==> src/rtl/rst_seq_if.sv <==
// Request/status bundle between the core-side reset sequencer and its clients.
// The slave side (the sequencer) takes requests and drives the domain resets and status.
interface rst_seq_if #(
    parameter int N_DOM = 3,
    parameter int WDT_W = 16
);
    logic             sw_rst_req;
    logic             wdt_en;
    logic             wdt_kick;
    logic [WDT_W-1:0] wdt_load;
    logic [N_DOM-1:0] dom_rst_n;
    logic             rst_done;
    logic             busy;
    logic [1:0]       rst_cause;

    modport master (
        output sw_rst_req, wdt_en, wdt_kick, wdt_load,
        input  dom_rst_n, rst_done, busy, rst_cause
    );

    modport slave (
        input  sw_rst_req, wdt_en, wdt_kick, wdt_load,
        output dom_rst_n, rst_done, busy, rst_cause
    );
endinterface

==> src/rtl/rst_seq.sv <==
// Reset sequencer: holds all domains, releases them in index order, and raises internal
// resets from software or watchdog. Optional macro RST_SEQ_CAUSE_STICKY_EN keeps rst_cause across int_rst.
module rst_seq #(
    parameter int N_DOM     = 3,
    parameter int PULSE_CYC = 32,
    parameter int STAGE_CYC = 16,
    parameter int WDT_W     = 16
) (
    input  logic   clk,
    input  logic   int_rst,
    rst_seq_if.slave bus
);
    localparam int MAXC  = (PULSE_CYC > STAGE_CYC) ? PULSE_CYC : STAGE_CYC;
    localparam int CNT_W = (MAXC > 1) ? $clog2(MAXC) : 1;
    localparam int IDX_W = $clog2(N_DOM + 1);

    localparam logic [1:0] CAUSE_EXT = 2'b00;
    localparam logic [1:0] CAUSE_SW  = 2'b01;
    localparam logic [1:0] CAUSE_WDT = 2'b10;

    typedef enum logic [1:0] {
        HOLD    = 2'd0,
        RELEASE = 2'd1,
        RUN     = 2'd2
    } state_t;

    state_t           state_q, state_d;
    logic [CNT_W-1:0] cnt_q, cnt_d;
    logic [IDX_W-1:0] idx_q, idx_d;
    logic [N_DOM-1:0] dom_q, dom_d;
    logic             done_q, done_d;
    logic [WDT_W-1:0] wdt_q, wdt_d;
    logic [1:0]       cause_d;

`ifdef RST_SEQ_CAUSE_STICKY_EN
    // Power-up value only; int_rst leaves the last cause readable by software.
    logic [1:0] cause_q = CAUSE_EXT;
    always_ff @(posedge clk) begin
        cause_q <= cause_d;
    end
`else
    logic [1:0] cause_q;
    always_ff @(posedge clk or negedge int_rst) begin
        if (!int_rst) cause_q <= CAUSE_EXT;
        else          cause_q <= cause_d;
    end
`endif

    logic wdt_expire;
    assign wdt_expire = bus.wdt_en && !bus.wdt_kick && (wdt_q == '0);

    always_comb begin
        state_d = state_q;
        cnt_d   = cnt_q;
        idx_d   = idx_q;
        dom_d   = dom_q;
        done_d  = done_q;
        wdt_d   = bus.wdt_load;
        cause_d = cause_q;
        unique case (state_q)
            HOLD: begin
                if (cnt_q == CNT_W'(PULSE_CYC - 1)) begin
                    state_d = RELEASE;
                    cnt_d   = '0;
                    idx_d   = '0;
                end else begin
                    cnt_d = cnt_q + CNT_W'(1);
                end
            end
            RELEASE: begin
                if (cnt_q == CNT_W'(STAGE_CYC - 1)) begin
                    for (int k = 0; k < N_DOM; k++) begin
                        if (idx_q == IDX_W'(k)) dom_d[k] = 1'b1;
                    end
                    idx_d = idx_q + IDX_W'(1);
                    cnt_d = '0;
                    if (idx_q == IDX_W'(N_DOM - 1)) begin
                        done_d  = 1'b1;
                        state_d = RUN;
                    end
                end else begin
                    cnt_d = cnt_q + CNT_W'(1);
                end
            end
            RUN: begin
                if (bus.wdt_en && !bus.wdt_kick) wdt_d = wdt_q - WDT_W'(1);
                // Software beats the watchdog when both fire on one edge.
                if (bus.sw_rst_req || wdt_expire) begin
                    state_d = HOLD;
                    cnt_d   = '0;
                    idx_d   = '0;
                    dom_d   = '0;
                    done_d  = 1'b0;
                    wdt_d   = bus.wdt_load;
                    cause_d = bus.sw_rst_req ? CAUSE_SW : CAUSE_WDT;
                end
            end
            default: begin
                state_d = HOLD;
                cnt_d   = '0;
                idx_d   = '0;
                dom_d   = '0;
                done_d  = 1'b0;
            end
        endcase
    end

    // wdt_q is reloaded on every HOLD/RELEASE edge, so its reset value never reaches RUN.
    always_ff @(posedge clk or negedge int_rst) begin
        if (!int_rst) begin
            state_q <= HOLD;
            cnt_q   <= '0;
            idx_q   <= '0;
            dom_q   <= '0;
            done_q  <= 1'b0;
            wdt_q   <= '0;
        end else begin
            state_q <= state_d;
            cnt_q   <= cnt_d;
            idx_q   <= idx_d;
            dom_q   <= dom_d;
            done_q  <= done_d;
            wdt_q   <= wdt_d;
        end
    end

    assign bus.dom_rst_n = dom_q;
    assign bus.rst_done  = done_q;
    assign bus.busy      = (state_q != RUN);
    assign bus.rst_cause = cause_q;
endmodule

==> src/flat_wrapper.sv <==
// flat-port wrapper written by rule: the top's interface ports become plain ports
module rst_seq_flat 
#(
    parameter int N_DOM     = 3,
    parameter int PULSE_CYC = 32,
    parameter int STAGE_CYC = 16,
    parameter int WDT_W     = 16
)
  (clk, int_rst, bus_sw_rst_req, bus_wdt_en, bus_wdt_kick, bus_wdt_load, bus_dom_rst_n, bus_rst_done, bus_busy, bus_rst_cause);
  rst_seq_if #(.N_DOM(N_DOM), .WDT_W(WDT_W)) bus_i ();
  input  logic clk;
  input  logic int_rst;
  input wire logic [$bits(bus_i.sw_rst_req)-1:0] bus_sw_rst_req;
  input wire logic [$bits(bus_i.wdt_en)-1:0] bus_wdt_en;
  input wire logic [$bits(bus_i.wdt_kick)-1:0] bus_wdt_kick;
  input wire logic [$bits(bus_i.wdt_load)-1:0] bus_wdt_load;
  output wire logic [$bits(bus_i.dom_rst_n)-1:0] bus_dom_rst_n;
  output wire logic [$bits(bus_i.rst_done)-1:0] bus_rst_done;
  output wire logic [$bits(bus_i.busy)-1:0] bus_busy;
  output wire logic [$bits(bus_i.rst_cause)-1:0] bus_rst_cause;
  assign bus_i.sw_rst_req = bus_sw_rst_req;
  assign bus_i.wdt_en = bus_wdt_en;
  assign bus_i.wdt_kick = bus_wdt_kick;
  assign bus_i.wdt_load = bus_wdt_load;
  assign bus_dom_rst_n = bus_i.dom_rst_n;
  assign bus_rst_done = bus_i.rst_done;
  assign bus_busy = bus_i.busy;
  assign bus_rst_cause = bus_i.rst_cause;
  rst_seq #(.N_DOM(N_DOM), .PULSE_CYC(PULSE_CYC), .STAGE_CYC(STAGE_CYC), .WDT_W(WDT_W)) u_core (.clk(clk), .int_rst(int_rst), .bus(bus_i));
endmodule
==> config.mk <==
export PLATFORM = sky130hd
export DESIGN_NAME = rst_seq_flat
export DESIGN_NICKNAME = d
export VERILOG_FILES = /design/src/rtl/rst_seq_if.sv /design/src/rtl/rst_seq.sv /design/src/flat_wrapper.sv
export SDC_FILE = /design/constraint.sdc
export NUM_CORES = 1
export LEC_CHECK = 0
export ABC_AREA = 1
export CORE_MARGIN = 3
export CORE_UTILIZATION = 45
export CTS_CLUSTER_DIAMETER = 200
export DETAILED_ROUTE_END_ITERATION = 6
export PLACE_DENSITY = 0.8
export SLEW_MARGIN = 20
export SYNTH_ARGS = -nofsm -noshare
export SYNTH_HDL_FRONTEND = slang
export SYNTH_SLANG_ARGS = --single-unit
==> constraint.sdc <==
create_clock -name clk -period 1.4 [get_ports clk]
set_input_delay 0.21 -clock clk [delete_from_list [all_inputs] [get_ports clk]]
set_output_delay 0.21 -clock clk [all_outputs]
set_load 0.01 [all_outputs]
==> results.py, run 1 <==
metrics = {
    "outcome": {
        "run_status": "finished with violations",
        "violations": "setup timing",
    },
    "worst_setup_path": {
        "crit_type": "register to register",
        "cp-end-kind": "register",
        "required_ns": 1.57,
        "critPathTopFamily": "simple AND/OR/NAND/NOR gates",
        "start_kind": "register",
        "path_common_cell": "ha_2",
        "cp_slowest_cell": "dfrtp_1",
        "cp_num_buf_inv": 1,
        "max_stage_delay_ns": 0.41,
        "crit_chain": "ha_2 > nand2_2 > nor2_4 > ha_2 > or2_4 > o21ai_4 > inv_4 > nand3_1 > nand2_1",
        "cp_data_arrival_time_ns": 1.71,
        "cp_max_fo": 5,
    },
    "synth": {
        "synth.net_count": 253,
        "synthXorXnorAreaFrac": 0.0729,
        "synth_mux_area_frac": 0,
        "ys_warn_count": 0,
        "synth-simple-area-share": 0.273,
        "netlist_area_um2": 1800,
        "syn_area_per_cell_um2": 8.05,
        "synth_edf_count": 0,
        "synthArstFlopShare": 1.00,
        "yosys_register_bits": 30,
        "yosysSeqAreaShare": 0.416,
        "syn_inst": 224,
        "synthFlopType": "dfrtp_1",
        "synth_top_family_by_area": "simple AND/OR/NAND/NOR gates",
        "synth_compound_area_frac": 0.0944,
        "yosys.area_share.adder": 0.0555,
        "yosys.cell_types.count": 29,
    },
    "cts": {
        "cts_tree": "built",
        "ctsHoldBuffers": 0,
        "root_buffer": "clkbuf_8",
        "numCtsBuffers": 5,
        "clock_latency_ns": 0.28,
        "cts_buffer_depth": 2,
        "cts_sinks": 30,
        "clkTransAtPathRegs_ns": 0.07,
        "htreeDepth": 2,
    },
    "finish": {
        "fin_nets": 317,
        "syn2layout_area_growth_pct": 51.9,
        "drive_gt1_frac": 0.360,
        "fillers": 276,
        "num_antenna_cells": 0,
        "fin_cells": 337,
    },
    "global_routing": {
        "antenna_found_initial": 0,
        "grt_overflow": 0,
        "grt_start_max_net_pins": 31,
        "grt_pass1_vias": 1666,
        "grt_use_total": 0.181,
        "grt_pass1_wl_um": 7180,
    },
    "sta": {
        "skew_ns": 0.00784,
        "maxSlewViolCount": 0,
        "fmax_mhz": 652,
        "setup_violations": 26,
        "fin_ws_ns": -0.134,
        "rsz0062_at_grt": "true",
        "final_hold_viol_count": 0,
        "period_minus_slack_ns": 1.53,
        "tightestPinTransition_ns": 0.277,
        "finalCritPeriodShare": 1.10,
        "setup_total_negative_slack_ns": -2.17,
        "relSlewSlack": 0.814,
    },
    "min_path": {
        "hold_class": "input port to async pin",
    },
    "floorplan": {
        "fp.dieW_um": 69.3,
        "core_area_um2": 3770,
        "dieArea_um2": 4800,
        "initial_core_util": 0.478,
        "ios": 28,
        "rows": 22,
        "die_h_um": 69.3,
    },
    "power": {
        "finalPower_w": 0.00305,
        "ir_worst_vdd_v": 0.000775,
        "pwr_density_cell_nw_per_um2": 1110,
        "leakage_nw": 1.32,
    },
    "route": {
        "num_vias": 1655,
        "drtAntennaViolNets": 0,
        "first_iter_violations": 73,
        "vias_per_cell": 4.91,
        "drt_drc_violations_left": 0,
        "routed_wl_um": 4550,
        "wl_per_cell_um": 13.5,
        "first_pass_iters": 4,
    },
    "flow_run": {
        "drv_cap": 0,
    },
    "placed_design": {
        "routabilityCongestion": 0.898,
        "portBuffers": 27,
        "dp_worst_setup_slack_ns": -0.148,
        "placed_cells": 316,
        "dpl.hpwl_um": 2760,
    },
}
## power breakdown
part           internal (W)  switching (W)
Clock              0.000395       0.000334
Combinational      0.000580       0.000608
Sequential          0.00101       0.000123
Total               0.00199        0.00107
## routing by layer
layer / up-vias / routed length, um / track usage
li1: 820 / - / -
met1: 775 / 1870 / 0.210
met2: 42 / 2360 / 0.322
met3: 18 / 165 / 0.0464
met4: 0 / 164 / 0.0629
met5: - / 0 / 0
## synth_stat cells, types with 3 or more instances
cell | count | area (um2)
nand2_1 | 55 | 206
xnor2_1 | 8 | 70.1
inv_1 | 27 | 101
nand4_1 | 3 | 18.8
ha_1 | 8 | 100
nand3_1 | 8 | 40.0
inv_2 | 5 | 18.8
nor2_4 | 3 | 33.8
dfrtp_1 | 30 | 751
o21a_1 | 5 | 37.5
a21oi_2 | 4 | 35.0
o21ai_0 | 3 | 15.0
xor2_1 | 7 | 61.3
nor2_1 | 30 | 113
o21ai_1 | 8 | 40.0
## state kept, by name, summed over array words and instances, names as in the netlist
signal and flops:
u_core.wdt_q 16, u_core.cnt_q 5, u_core.bus.dom_rst_n 3, u_core.bus.rst_cause 2, u_core.idx_q 2, u_core.state_q 2
## path summary, 6_finish.rpt
check / slack (ns) / from / endpoint / cells after the start
setup / recovery: -0.13 / u_core.cnt_q[0]$_DFFE_PN0N_ / u_core.idx_q[1]$_DFFE_PN0P_ / 9
hold / removal: 0.30 / int_rst / u_core.wdt_q[3]$_DFF_PN0_ / 2
setup reg to reg: -0.13 / u_core.cnt_q[0]$_DFFE_PN0N_ / u_core.idx_q[1]$_DFFE_PN0P_ / 9
hold reg to reg: 0.50 / u_core.bus.dom_rst_n[0]$_DFFE_PN0P_ / u_core.bus.dom_rst_n[0]$_DFFE_PN0P_ / 2
max in group asynchronous: 0.92 / int_rst / u_core.wdt_q[14]$_DFF_PN0_ / 2
min in group clk: 0.49 / bus_wdt_load[6] / u_core.wdt_q[6]$_DFF_PN0_ / 3
## stage by stage
| stage | instance area (um2) | utilization | hold slack (ns) |
|---|---|---|---|
| floorplan | 1830 | - | -0.0856 |
| global placement | 2300 | 0.610 | 0.471 |
| detailed placement | 2300 | 0.610 | 0.467 |
| CTS | 2480 | 0.658 | 0.302 |
| global route | 2740 | 0.726 | 0.312 |
| finish | 2740 | 0.726 | 0.302 |
## timing repair
action	in CTS	in global routing
gates cloned	0	2
pin swaps	14	6
setup endpoints to repair	33	33
gates resized for setup	21	44
setup buffers	4	7
endpoints found under the hold margin	0	0
## placed cells by master, fill, tap and decap left out, types with 3 or more instances in the layout
| master | n |
|---|---|
| xor2_1 | 6 |
| nor2_1 | 19 |
| clkdlybuf4s50_1 | 20 |
| nor2_2 | 9 |
| ha_1 | 4 |
| inv_1 | 25 |
| dlygate4sd2_1 | 4 |
| o21a_1 | 5 |
| nor2_4 | 7 |
| buf_4 | 28 |
| nand2_1 | 40 |
| nand2_2 | 13 |
| xnor2_1 | 8 |
| dfrtp_1 | 30 |
| inv_2 | 6 |
| dlymetal6s2s_1 | 3 |
| clkbuf_8 | 6 |
| nand4_1 | 3 |
| o21ai_2 | 5 |
| a21oi_2 | 4 |
| nand2_4 | 4 |
| o21ai_1 | 4 |
| buf_12 | 3 |
| nand3_1 | 7 |
## logic make-up after synthesis
logic type,count (synthesis)
AOI/OAI and AO/OA,26
xor gates and xnor gates,15
adders and majority gates,8
buffers and inverters,36
DFF,30
and+or+nand+nor,109
## final cells by class
cell class,instances,area [um2],area share
Multi-Input combinational cell,158,1110,0.404
Sequential cell,30,751,0.274
Timing Repair Buffer,61,604,0.221
Inverter,32,123,0.0448
Clock buffer,6,82.6,0.0302
Tap cell,48,60.1,0.0219
Clock inverter,2,12.5,0.00457
(Power assumes the default switching activity.)
==> run 2: changes to the inputs <==
Settings changed: GPL_TIMING_DRIVEN from default to 1.
==> results of run 2 <==
No change in the layout: final DEF, timing and power equal those of run 1.
==> patch 1: new RTL, settings of run 2 <==
The option `RST_SEQ_CAUSE_STICKY_EN` is turned on by a define.
--- a/src/rtl/rst_seq.sv
+++ b/src/rtl/rst_seq.sv
@@ -2,2 +2,4 @@
 // resets from software or watchdog. Optional macro RST_SEQ_CAUSE_STICKY_EN keeps rst_cause across int_rst.
+`define RST_SEQ_CAUSE_STICKY_EN
+
 module rst_seq #(
Formal check against the unedited RTL: no difference found for any inputs over 10 cycles, from zero or initial values and one cycle with int_rst low; that may be too few to reach the edited logic, so the function may still have changed.
==> patch 1 against run 2 <==
  * The flow still finishes with violations (setup timing)
  * Sequential cell count unchanged
  * Area after synthesis increased by 0.28%
  * Die area increased by 0.26%
  * Final area increased by 0.55%
  * Setup slack improved by 0.044 ns
  * Routed wire length increased by 0.92%
  * Clock power decreased by 8.2%
  * Total power decreased by 2.8%
  * Critical path type unchanged
  * Critical endpoint is now u_core.wdt_q[11]$_DFF_PN0_
  * Largest power group unchanged
==> patch 1: results (changes against run 2) <==
The run finished, with violations left. The final reports fail on setup timing. The via count of the first global-routing pass came to 1588 (-4.7%).

The largest net degree at the start of global routing came out at 29 (-6.5%). The depth of the worst register-to-register path came out at 8 (-1). The combined global-route utilization of all metal layers is 18.1% (-0.058 points). The post-synthesis share of cell area spent on full adders, half adders and majority gates is 5.54% (-0.015 points). The total detailed-routing wirelength came to 4600 um (+0.92%). The count of different cell masters after synthesis came to 27 (-6.9%). The via count normalized by instance count is 4.83 (-1.7%).

The post-cts resize count is 14 (-33%). The met2 track utilization from global routing is 33.2% (+0.95 points). The number of enable flip-flop cells after synthesis is 2 (+2). The synthesized netlist net count was 254 (+0.40%).

The met2 wire length came to 2510 um (+6.6%). The signal arrival time at the worst endpoint is 1.66 ns (-0.05 ns). The post-detailed-placement half-perimeter wirelength was 2890 um (+4.6%). The worst setup slack after layout came out at -0.0900 ns (+0.0441 ns). The sequential-to-total area share from yosys stat is 42.1% (+0.44 points). The post-route clock skew is 0.00560 ns (-0.00224 ns). By count the netlist is led by sky130_fd_sc_hd__nand2_1 (58), sky130_fd_sc_hd__nor2_1 (32), sky130_fd_sc_hd__inv_1 (30). The met1 track utilization from global routing is 18.8% (-2.3 points). The critical path starts at u_core.wdt_q[0]$_DFF_PN0_.

The static leakage is 1.33 nW (+0.47%). The post-layout net count is 327 (+3.2%). The worst slack at placement was -0.0835 ns (+0.0643 ns).

The setup violation total in the final timing report came out at 22 (-15%). The post-route met1 wirelength is 1790 um (-4.0%). The critical path's largest stage delay is 0.36 ns (-0.05 ns).
## patch 1: cell types whose count changed in the layout (fill, tap and decap cells not counted), sizes merged, moves of 3 or more
cell / delta
buf: +9
nand2: +4
clkdlybuf4s50: +3
o21ai: -3
## patch 1: layout make-up
class | instances | area (sq um) | share of cell area [%]
sequential | 30 | 762 | 27.7
timing repair buffer | 70 | 661 | 24.0
tap | 48 | 60.1 | 2.18
multi-input combinational | 158 | 1070 | 38.9
clock buffer | 7 | 76.3 | 2.77
inverter | 33 | 124 | 4.50
## patch 1: through the flow
step                      std cells  power [mW]  area (sq um)  TNS (ns)
after global routing            346        3.16          2750     -3.09
after CTS                       336        2.82          2530    -0.590
after detailed placement        327        2.11          2400     -1.24
final                           346        2.97          2750     -1.06
after floorplan                 225        1.70          1850         0
after global placement          327        2.05          2400    -0.614
## patch 1: power by group
group          internal (mW)  switching [mW]
Combinational          0.567           0.587
Clock                  0.342           0.328
Sequential              1.01           0.132
Total                   1.92            1.05
==> patch 2: new RTL, settings of run 2 <==
Without the edit above. Encoding of `state_t`: now one-hot (3 bits for 3 states).
--- a/src/rtl/rst_seq.sv
+++ b/src/rtl/rst_seq.sv
@@ -20,6 +20,6 @@
 
-    typedef enum logic [1:0] {
-        HOLD    = 2'd0,
-        RELEASE = 2'd1,
-        RUN     = 2'd2
+    typedef enum logic [2:0] {
+        HOLD    = 3'b001,
+        RELEASE = 3'b010,
+        RUN     = 3'b100
     } state_t;
Function: same outputs for any inputs over 10 cycles, from zero or initial values and one cycle with int_rst low; not proved beyond that.
==> patch 2 against run 2 <==
  * The flow still finishes with violations (setup timing)
  * Critical path type unchanged
  * Area after synthesis up 3.9%
  * Critical endpoint is now u_core.idx_q[0]$_DFFE_PN0P_
  * Routed wire length is 3.6% higher
  * Final area grew 2.6%
  * Setup slack gained 0.036 ns
  * Die area is 3.6% higher
  * Highest routed layer unchanged
  * Sequential cell count grew 1
Power is not compared: it rests on default switching activity, and its combinational part moved more than twofold at a synthesized area within 25%.
==> patch 2: results (changes against run 2) <==
The worst slew margin relative to its limit came out at 81.4% (about the same). The number of H-tree branching levels is 2 (unchanged). The final reports fail on setup timing.

The wire length of the first global-routing pass is 7710 um (+7.4%). The number of iterations in the first detailed-routing pass came out at 4 (unchanged). The number of fill cells is 281 (+1.8%). The detail-routed net length per standard cell is 13.3 um (-1.7%). The slack of the worst reg-to-reg path came out at -0.1 ns (+0.04 ns). The synthesized netlist cell count came out at 233 (+4.0%). The largest registers in the layout are u_core.wdt_q (16), u_core.cnt_q (5).

The static leakage is 1.38 nW. The first-iteration detailed-routing DRC count is 66 (-9.6%). The number of input and output port buffers inserted is 27 (unchanged). The highest net fanout along the worst path came to 4 (-1). The async set or reset register ratio after synthesis was 100% (unchanged). The worst flop-to-flop path endpoint is u_core.idx_q[0]$_DFFE_PN0P_. The share of layout cells above drive strength 1 came out at 37.1% (+1.1 points).

The via count of the first global-routing pass came out at 1805 (+8.3%). The signal arrival time at the worst endpoint is 1.69 ns (-0.02 ns). The number of enable flip-flop cells after synthesis came out at 0 (unchanged). The launch instance of the worst register-to-register path is u_core.cnt_q[0]$_DFFE_PN0N_. The initial antenna violation count is 0 (unchanged). The depth of the worst register-to-register path came to 11 (+2).

The count of non-filler cells in the finished layout was 355 (+5.3%). The sequential-to-total area share from yosys stat is 41.5% (-0.15 points). The gate family responsible for the most delay along the worst path is flip-flops.

The synthesized netlist net count is 262 (+3.6%). The slowest stage of the critical path belongs to the cell sky130_fd_sc_hd__dfrtp_1. The post-route clock skew came out at 0.0127 ns (+0.00485 ns). The commonest cells after synthesis are sky130_fd_sc_hd__nand2_1 (58), sky130_fd_sc_hd__inv_1 (31), sky130_fd_sc_hd__dfrtp_1 (30).

The count of different cell masters after synthesis is 27 (-6.9%). The count of synthesis-stage warnings from yosys is 0 (unchanged). The number of cells after detailed placement is 335 (+6.0%). The largest net degree at the start of global routing was 32 (+3.2%). The maximum buffer depth of the clock tree came out at 2 (unchanged). The worst setup slack after layout is -0.0980 ns (+0.0361 ns). The worst voltage drop across the vdd grid is 0.000647 V.

The critical path's largest stage delay is 0.36 ns (-0.05 ns). The class of the worst hold path is in2async. The final weighted congestion in routability-driven placement is 0.843 (-6.1%). By area the synthesized netlist is led by sky130_fd_sc_hd__dfrtp_1 (40%), sky130_fd_sc_hd__nand2_1 (12%), sky130_fd_sc_hd__inv_1 (6.2%), sky130_fd_sc_hd__nor2_1 (5.6%), sky130_fd_sc_hd__ha_1 (5.3%). The combined global-route utilization of all metal layers came out at 19.4% (+1.3 points). The tightest hold margin is 0.284 ns (-0.0178 ns). The post-detailed-placement half-perimeter wirelength came out at 3050 um (+10%). Clock latency on the worst-skew pair, taken at its later pin, is 0.29 ns. In the synthesized netlist the dominant register cell turns out to be sky130_fd_sc_hd__dfrtp_1.

The number of diodes added for antenna fixing came out at 0 (unchanged). CTS placed an instance of sky130_fd_sc_hd__clkbuf_8 at the clock tree root. The setup violation total in the final timing report came out at 16 (-38%). The flow ran to the end, but the final reports show violations.

The via count normalized by instance count came to 4.85 (-1.2%).
patch 2: changes by cell type after synthesis, moves of 3 or more:
cell	run 2	this run
sky130_fd_sc_hd__o21ai_1	8	13
sky130_fd_sc_hd__nand3_1	8	11
sky130_fd_sc_hd__o21ai_0	3	0
sky130_fd_sc_hd__nand2_1	55	58
sky130_fd_sc_hd__inv_1	27	31
patch 2: cell families (layout without fill, tap and decap cells):
group                      Yosys count  in the layout  synth area share (%)
and+or+nand+nor                    115            116                  28.8
buffers and inverters               38            111                  8.82
DFF                                 31             31                  41.5
AOI/OAI and AO/OA                   26             26                  8.55
xor gates and xnor gates            15             15                  7.01
adders and majority gates            8              8                  5.34
patch 2: worst max-delay path by stage:
stage	from	end	slack, ns
floorplan	u_core.cnt_q[0]$_DFFE_PN0N_	u_core.state_q[2]$_DFFE_PN0P_	-0.008
global placement	bus_wdt_en	u_core.cnt_q[0]$_DFFE_PN0N_	-0.06
detailed placement	u_core.cnt_q[1]$_DFFE_PN0N_	u_core.idx_q[1]$_DFFE_PN0P_	-0.11
CTS	u_core.wdt_q[0]$_DFF_PN0_	u_core.wdt_q[13]$_DFF_PN0_	-0.07
global route	u_core.cnt_q[0]$_DFFE_PN0N_	u_core.idx_q[0]$_DFFE_PN0P_	-0.18
finish	u_core.cnt_q[0]$_DFFE_PN0N_	u_core.idx_q[0]$_DFFE_PN0P_	-0.1
patch 2: final cells by class:
cell class / count / area share (%)
clock buffer: 7 / 3.07
clock inverter: 1 / 0.178
inverter: 34 / 4.63
multi-input combinational: 165 / 39.7
sequential: 31 / 27.6
tap: 48 / 2.14
timing repair buffer: 69 / 22.7
patch 2: what timing repair did:
item,CTS,global route
buffers inserted,6,3
pin swaps,11,12
endpoints found under the setup margin,34,34
hold buffers,0,0
resized for setup,34,31
cloned,3,0
patch 2: metrics by stage:
step	power [mW]	TNS (ns)	setup slack (ns)	instance area, sq um
6_report	1.99	-0.817	-0.0980	2810
5_1_grt	2.08	-3.41	-0.179	2810
4_1_cts	1.99	-0.842	-0.0706	2700
3_5_place_dp	1.22	-1.48	-0.109	2440
3_3_place_gp	1.21	-0.692	-0.0578	2440
2_1_floorplan	1.09	-0.0251	-0.00775	1890
patch 2: report_power, final:
group | total, mW | internal (mW) | switching [mW]
clock network | 0.738 | 0.396 | 0.342
registers | 0.952 | 0.925 | 0.0270
logic | 0.303 | 0.161 | 0.142
total | 1.99 | 1.48 | 0.511
patch 2: metal layers:
layer	wire, um	vias up	GRT usage (%)	part of all wire (%)
met5	0	-	0	0
met4	91	0	8.09	1.9
met3	171	10	4.17	3.6
met2	2620	25	36.5	55
met1	1840	819	20.8	39
li1	-	869	-	-
